--- config.mk ---
export PLATFORM = sky130hd
export DESIGN_NAME = result_packer_flat
export DESIGN_NICKNAME = d
export VERILOG_FILES = /design/src/rtl/result_packer_pkg.sv /design/src/rtl/result_packer_if.sv /design/src/rtl/result_packer_fifo.sv /design/src/rtl/result_packer.sv /design/src/flat_wrapper.sv
export SDC_FILE = /design/constraint.sdc
export NUM_CORES = 1
export LEC_CHECK = 0
export BUFFER_PORTS_ARGS = -buffer_cell sky130_fd_sc_hd__buf_2
export CELL_PAD_IN_SITES_DETAIL_PLACEMENT = 1
export CELL_PAD_IN_SITES_GLOBAL_PLACEMENT = 1
export CORE_ASPECT_RATIO = 0.7
export CORE_MARGIN = 2
export CORE_UTILIZATION = 41
export DETAILED_ROUTE_END_ITERATION = 12
export PLACE_DENSITY_LB_ADDON = 0.25
export SYNTH_ARGS = -nofsm -noshare
export SYNTH_HDL_FRONTEND = slang
export SYNTH_HIERARCHICAL = 1
export SYNTH_SLANG_ARGS = --single-unit
--- constraint.sdc ---
create_clock -name clk -period 14.5 [get_ports clk]
set_clock_uncertainty 0.15 [all_clocks]
set_input_delay 0.725 -clock clk [delete_from_list [all_inputs] [get_ports clk]]
set_output_delay 0.725 -clock clk [all_outputs]
set_load 0.05 [all_outputs]
--- src/rtl/result_packer_pkg.sv ---
// rtl/result_packer_pkg.sv - shared types and helpers for the result packer
package result_packer_pkg;

    typedef enum logic [0:0] {EMPTY = 1'b0, PARTIAL = 1'b1} state_t;

    // Wide enough to hold a lane count of up to 32 (index plus one past the end)
    localparam int LANE_IDX_W = 6;

    function automatic logic [31:0] keep_mask(input logic [LANE_IDX_W-1:0] idx, input int lanes);
        logic [31:0] m;
        for (int i = 0; i < 32; i++) begin
            m[i] = (i < int'(idx)) && (i < lanes);
        end
        return m;
    endfunction

endpackage

--- src/rtl/result_packer_if.sv ---
// rtl/result_packer_if.sv - sample input stream and packed word output handshake
interface result_packer_if #(
    parameter int DATA_WIDTH = 8,
    parameter int LANES      = 4
);
    logic [DATA_WIDTH-1:0]       in_data;
    logic                        in_valid;
    logic [DATA_WIDTH*LANES-1:0] out_data;
    logic [LANES-1:0]            out_keep;
    logic                        out_valid;
    logic                        out_ready;

    modport master (
        output in_data, in_valid, out_ready,
        input  out_data, out_keep, out_valid
    );

    modport slave (
        input  in_data, in_valid, out_ready,
        output out_data, out_keep, out_valid
    );
endinterface

--- src/rtl/result_packer_fifo.sv ---
// rtl/result_packer_fifo.sv - show-ahead word FIFO; push while full is legal when a pop happens
module packer_fifo #(
    parameter int WIDTH = 36,
    parameter int DEPTH = 16
) (
    input  logic             clk,
    input  logic             rst,
    input  logic             push,
    input  logic [WIDTH-1:0] push_data,
    input  logic             pop,
    output logic [WIDTH-1:0] pop_data,
    output logic             full,
    output logic             empty
);
    localparam int AW = $clog2(DEPTH);

    logic [WIDTH-1:0] mem [DEPTH];
    logic [AW-1:0]    wr_ptr;
    logic [AW-1:0]    rd_ptr;
    logic [AW:0]      count;
    logic             do_push;
    logic             do_pop;

    assign full     = (count == (AW+1)'(DEPTH));
    assign empty    = (count == '0);
    assign do_pop   = pop && !empty;
    assign do_push  = push && (!full || do_pop);
    assign pop_data = empty ? '0 : mem[rd_ptr];

    always_ff @(posedge clk) begin
        if (do_push) begin
            mem[wr_ptr] <= push_data;
        end
    end

    always_ff @(posedge clk or posedge rst) begin
        if (rst) begin
            wr_ptr <= '0;
            rd_ptr <= '0;
            count  <= '0;
        end else begin
            if (do_push) wr_ptr <= wr_ptr + 1'b1;
            if (do_pop)  rd_ptr <= rd_ptr + 1'b1;
            case ({do_push, do_pop})
                2'b10:   count <= count + 1'b1;
                2'b01:   count <= count - 1'b1;
                default: count <= count;
            endcase
        end
    end
endmodule

--- src/rtl/result_packer.sv ---
// rtl/result_packer.sv - packs LANES samples per word into a FIFO; optional idle auto-flush via PACKER_TIMEOUT_EN
module result_packer
    import result_packer_pkg::*;
#(
    parameter int DATA_WIDTH  = 8,
    parameter int LANES       = 4,
    parameter int FIFO_DEPTH  = 16,
    parameter int COUNT_WIDTH = 32,
    parameter int TIMEOUT     = 64
) (
    input  logic                   clk,
    input  logic                   rst,
    result_packer_if.slave         bus,
    input  logic                   flush,
    output logic                   overflow,
    input  logic                   ovf_clr,
    output logic [COUNT_WIDTH-1:0] word_count,
    output logic [COUNT_WIDTH-1:0] drop_count
);
    localparam int WW = DATA_WIDTH * LANES;
    localparam logic [0:0] ST_EMPTY   = EMPTY;
    localparam logic [0:0] ST_PARTIAL = PARTIAL;

    logic [0:0]            state;
    logic [LANE_IDX_W-1:0] lane_idx;
    logic [LANE_IDX_W-1:0] cnt_after;
    logic [WW-1:0]         held;
    logic [WW-1:0]         word_with;
    logic [LANES-1:0]      push_keep;
    logic                  timeout_fire;
    logic                  do_flush;
    logic                  push;
    logic                  pop;
    logic                  full;
    logic                  empty;
    logic                  accepted;
    logic                  dropped;

    // Lanes beyond lane_idx are always zero in held, so a partial word needs no masking
    always_comb begin
        word_with = held;
        if (bus.in_valid) begin
            word_with[int'(lane_idx)*DATA_WIDTH +: DATA_WIDTH] = bus.in_data;
        end
    end

    assign cnt_after = lane_idx + LANE_IDX_W'(bus.in_valid);
    assign do_flush  = flush || timeout_fire;
    assign push      = (bus.in_valid && lane_idx == LANE_IDX_W'(LANES-1))
                    || (do_flush && (state == ST_PARTIAL || bus.in_valid));
    assign push_keep = LANES'(keep_mask(cnt_after, LANES));
    assign pop       = bus.out_valid && bus.out_ready;
    assign accepted  = push && (!full || pop);
    assign dropped   = push && full && !pop;

    packer_fifo #(
        .WIDTH (WW + LANES),
        .DEPTH (FIFO_DEPTH)
    ) u_fifo (
        .clk       (clk),
        .rst       (rst),
        .push      (push),
        .push_data ({push_keep, word_with}),
        .pop       (pop),
        .pop_data  ({bus.out_keep, bus.out_data}),
        .full      (full),
        .empty     (empty)
    );

    assign bus.out_valid = !empty;

    always_ff @(posedge clk or posedge rst) begin
        if (rst) begin
            state    <= ST_EMPTY;
            lane_idx <= '0;
            held     <= '0;
        end else if (push) begin
            state    <= ST_EMPTY;
            lane_idx <= '0;
            held     <= '0;
        end else if (bus.in_valid) begin
            state    <= ST_PARTIAL;
            lane_idx <= cnt_after;
            held     <= word_with;
        end
    end

    always_ff @(posedge clk or posedge rst) begin
        if (rst) begin
            overflow   <= 1'b0;
            word_count <= '0;
            drop_count <= '0;
        end else begin
            if (accepted) word_count <= word_count + 1'b1;
            if (dropped)  drop_count <= drop_count + 1'b1;
            if (dropped)      overflow <= 1'b1;
            else if (ovf_clr) overflow <= 1'b0;
        end
    end

`ifdef PACKER_TIMEOUT_EN
    localparam int IDLE_W = $clog2(TIMEOUT) + 1;
    logic [IDLE_W-1:0] idle_cnt;

    assign timeout_fire = (state == ST_PARTIAL) && !bus.in_valid
                       && (idle_cnt == IDLE_W'(TIMEOUT-1));

    always_ff @(posedge clk or posedge rst) begin
        if (rst) begin
            idle_cnt <= '0;
        end else if (state != ST_PARTIAL || bus.in_valid || push) begin
            idle_cnt <= '0;
        end else begin
            idle_cnt <= idle_cnt + 1'b1;
        end
    end
`else
    assign timeout_fire = 1'b0;
`endif
endmodule

--- src/flat_wrapper.sv ---
// flat-port wrapper written by rule: the top's interface ports become plain ports
module result_packer_flat import result_packer_pkg::*;
#(
    parameter int DATA_WIDTH  = 8,
    parameter int LANES       = 4,
    parameter int FIFO_DEPTH  = 16,
    parameter int COUNT_WIDTH = 32,
    parameter int TIMEOUT     = 64
)
  (clk, rst, flush, overflow, ovf_clr, word_count, drop_count, bus_in_data, bus_in_valid, bus_out_ready, bus_out_data, bus_out_keep, bus_out_valid);
  result_packer_if #(.DATA_WIDTH(DATA_WIDTH), .LANES(LANES)) bus_i ();
  input  logic clk;
  input  logic rst;
  input  logic flush;
  output logic overflow;
  input  logic ovf_clr;
  output logic [COUNT_WIDTH-1:0] word_count;
  output logic [COUNT_WIDTH-1:0] drop_count;
  input wire logic [$bits(bus_i.in_data)-1:0] bus_in_data;
  input wire logic [$bits(bus_i.in_valid)-1:0] bus_in_valid;
  input wire logic [$bits(bus_i.out_ready)-1:0] bus_out_ready;
  output wire logic [$bits(bus_i.out_data)-1:0] bus_out_data;
  output wire logic [$bits(bus_i.out_keep)-1:0] bus_out_keep;
  output wire logic [$bits(bus_i.out_valid)-1:0] bus_out_valid;
  assign bus_i.in_data = bus_in_data;
  assign bus_i.in_valid = bus_in_valid;
  assign bus_i.out_ready = bus_out_ready;
  assign bus_out_data = bus_i.out_data;
  assign bus_out_keep = bus_i.out_keep;
  assign bus_out_valid = bus_i.out_valid;
  result_packer #(.DATA_WIDTH(DATA_WIDTH), .LANES(LANES), .FIFO_DEPTH(FIFO_DEPTH), .COUNT_WIDTH(COUNT_WIDTH), .TIMEOUT(TIMEOUT)) u_core (.clk(clk), .rst(rst), .bus(bus_i), .flush(flush), .overflow(overflow), .ovf_clr(ovf_clr), .word_count(word_count), .drop_count(drop_count));
endmodule
==> impl_results.md <==
- CP top delay family: buffers and inverters
- WP buf/inv: 3
- # Post-CTS Setup Buffers: 0
- WL final: 67200 um
- Hold buffer count at cts: 0
- Commonest cells after routing, fill and taps aside: edfxtp_1, mux4_2, buf_2, dfrtp_1, clkbuf_16
- Nets: 1641
- Clock transition at the registers of the reported paths: around 60 ps
- Relative slew slack: 0.269
- Total GRT Usage: 0.197
- Initial Utilization: 0.416
- Power Density: 194 nW/um^2
- Period minus WS final: 5190 ps
- Number of synthesized flops with an enable pin: 576
- Average wire per standard cell: 26.3 um
- TNS Setup: 0 ps
- Seq pwr share: 0.407
- Most common cell after layout, fill and taps aside: edfxtp_1
- Initial antenna violation count: 4
- Via density: roughly 5.6
- DIE AREA: between 60000 and 70000 um^2
- DR DRC count: 0
- Unrepaired setup endpoints after global routing: no
- Maximum root-to-sink buffer count: 3
- Crit path capture type: primary output
- Largest net degree at the start of global routing: 64
- IO Pins: ~120
- Clock power share: 0.281
- Num CTS Buffers: ~70
- Synthesized area per cell: 19.0 um^2
- Final Core Density: 0.473
- Clk Latency, worst-skew pair: just over 600 ps
- First-pass GRT wire length: 102000 um
- Synth Warn #: 6
- Placer Congestion: 0.747
- Yosys cell types: 61
- Sequential-to-total area share from yosys stat: 0.729
- Vias in the first global route: between 15k and 20k
- Status: finished clean
- Maxcap violations: 0
- CTS-repair resized insts: 0
- Placeable Area: ~67000 um^2
- Share of cells above drive strength 1: 0.272
- Worst ir drop on vdd: 106 uV
- Worst path cell trace: buf_4 -> buf_4 -> mux4_2 -> mux4_2 -> nor2b_1 -> buf_2
- Die width: 315 um
- Drt first pass iters: 4
- Combinational Power Share: 0.312
- Max Clock Freq: approximately 190 MHz
- Final setup vio count: 0
- Worst Path Max Fanout: 63
- Worst setup SP type: register
- Vias: about 14k
- Post-route clock period utilization: 0.358
- Max Slew Vio Count: 0
- CTS root buf: clkbuf_16
- Fin. Hold Viols: 0
- Area delta synth->final: 13.7%
- LEAKAGE: 11.2 nW
- Synthesized flop and latch total: 693
- Crit Path Category: register to primary output
- CTS sink cnt: 693
- Initial DRC count: approximately 1.3k
- Async set-reset flop share out of synthesis: 0.169
- Total Power: around 0.006 W
- HPWL Detailed: 38100 um
- Row count: 79
- Final Cell Area: 31500 um^2
- H-tree Lvls: 3
- CP max-delay cell: buf_4
- Crit path required time: 13620 ps
- Mapped Area: 27700 um^2
- Cells after Synth: 1460
- CTS tree: yes
- Grt total ovfl: 0
- Die Y-Extent: roughly 220 um
- Number of routed nets with antenna violations: 0
- Hold Crit Class: input pin to async pin
- Sw frac: 0.347
- P_int: 0.00400 W
- Top_reg_cell synth: edfxtp_1
- Crit path DAT: roughly 4300 ps
- P_sw: 0.00212 W
- DP Area: a little under 30000 um^2
- Actual slew at the worst max-slew pin: 1100 ps
- CP peak stage delay: 870 ps
- Mapped Nets: ~1.5k
- Port Buffer Count: 115
==> synthesized netlist by cell type (7+ instances only) <==
cell type  number  area [um^2]
and2_1         21          131
dfrtp_1       117         2930
and3_1         21          131
xor2_1         29          254
xnor2_1        48          420
edfxtp_1      576        17300
nand3_1        36          180
inv_1          24         90.1
mux2_4          8          120
a221o_1        35          350
buf_4           9         67.6
o21ai_1        11         55.1
mux2_2         15          169
mux4_2        145         3270
a21oi_1        18         90.1
nor2_1         70          263
mux2i_1        39          390
o21ai_0        10         50.1
buf_1           7         26.3
nor4_1          7         43.8
clkbuf_1       19         71.3
ha_1           15          188
nand4_1        33          206
nand2_1        49          184
buf_2          27          135
nor3_1         10         50.1
==> through the flow <==
stage | setup WS, ps | instances | hold WS (ps)
5_1_grt | 9110 | 2555 | 81.1
3_3_place_gp | 9680 | 2431 | 305
4_1_cts | 9160 | 2555 | 52.9
6_report | 9310 | 2557 | 58.7
3_5_place_dp | 9560 | 2431 | 310
2_1_floorplan | 8500 | 1460 | 358
==> final timing paths <==
kind	start	end	slack, ps	cells past startpoint
max	u_core/u_fifo/rd_ptr[3]$_DFFE_PP0N_	bus_out_keep[2]	9310	6
max in group asynchronous	rst	u_core/held[25]$_DFFE_PP0P_	12890	3
min in group clk	ovf_clr	u_core/overflow$_DFFE_PP0P_	160	2
max reg2reg	u_core/lane_idx[3]$_DFFE_PP0P_	u_core/u_fifo/mem[15][18]$_DFFE_PP_	9650	9
min reg2reg	u_core/drop_count[31]$_DFFE_PP0P_	u_core/drop_count[31]$_DFFE_PP0P_	320	1
min	rst	u_core/u_fifo/count[3]$_DFFE_PP0P_	60	2
==> sequential cells by signal (all words and copies together), names as in the netlist <==
signal and count:
u_core/overflow 1, u_core/u_fifo/rd_ptr 4, u_core/drop_count 32, u_core/word_count 32, u_core/u_fifo/mem 576, u_core/u_fifo/wr_ptr 4, u_core/u_fifo/count 5, u_core/state 1
u_core/held 32, u_core/lane_idx 6
==> cells by family after synthesis <==
group | Yosys count | share of synthesized area
mux | 207 | 0.142
fa+ha+maj | 16 | 0.00749
flops | 693 | 0.729
simple gates | 285 | 0.0551
compound gates | 91 | 0.0257
xor+xnor | 77 | 0.0243
buf+inv | 91 | 0.0158
==> layer usage <==
| metal | up-vias | track usage | share of wire |
|---|---|---|---|
| met3 | 77 | 0.0364 | 0.055 |
| li1 | 6150 | - | - |
| met1 | 7751 | 0.296 | 0.47 |
| met4 | 0 | 0.0435 | 0.017 |
| met2 | 377 | 0.300 | 0.46 |
| met5 | - | 0 | 0 |
==> worst register-to-register path: stages, from the launching register on <==
cell and delay, ps:
dfrtp_1 540, nor4_1 480, a32oi_2 160, buf_4 240, inv_1 630, buf_4 320, o21a_1 270, nand3_1 340
nor2_4 950, buf_4 450
==> layout make-up <==
class | count | area (um^2)
fillers | 6252 | 35200
clock inverters | 39 | 299
multi-input cells | 676 | 7140
inverters | 25 | 96.3
flip-flops and latches | 693 | 20200
diodes | 2 | 5.00
clock buffers | 85 | 1840
well taps | 891 | 1110
repair buffers | 146 | 808
==> power by group through the flow <==
stage,clock (W),combinational [W],sequential [W]
after detailed placement,0,0.00194,0.00254
after global routing,0.00183,0.00203,0.00252
after global placement,0,0.00192,0.00253
final,0.00172,0.00191,0.00249
after floorplan,0,0.00145,0.00249
after CTS,0.00176,0.00195,0.00250
Power figures use the tool's default switching activity.
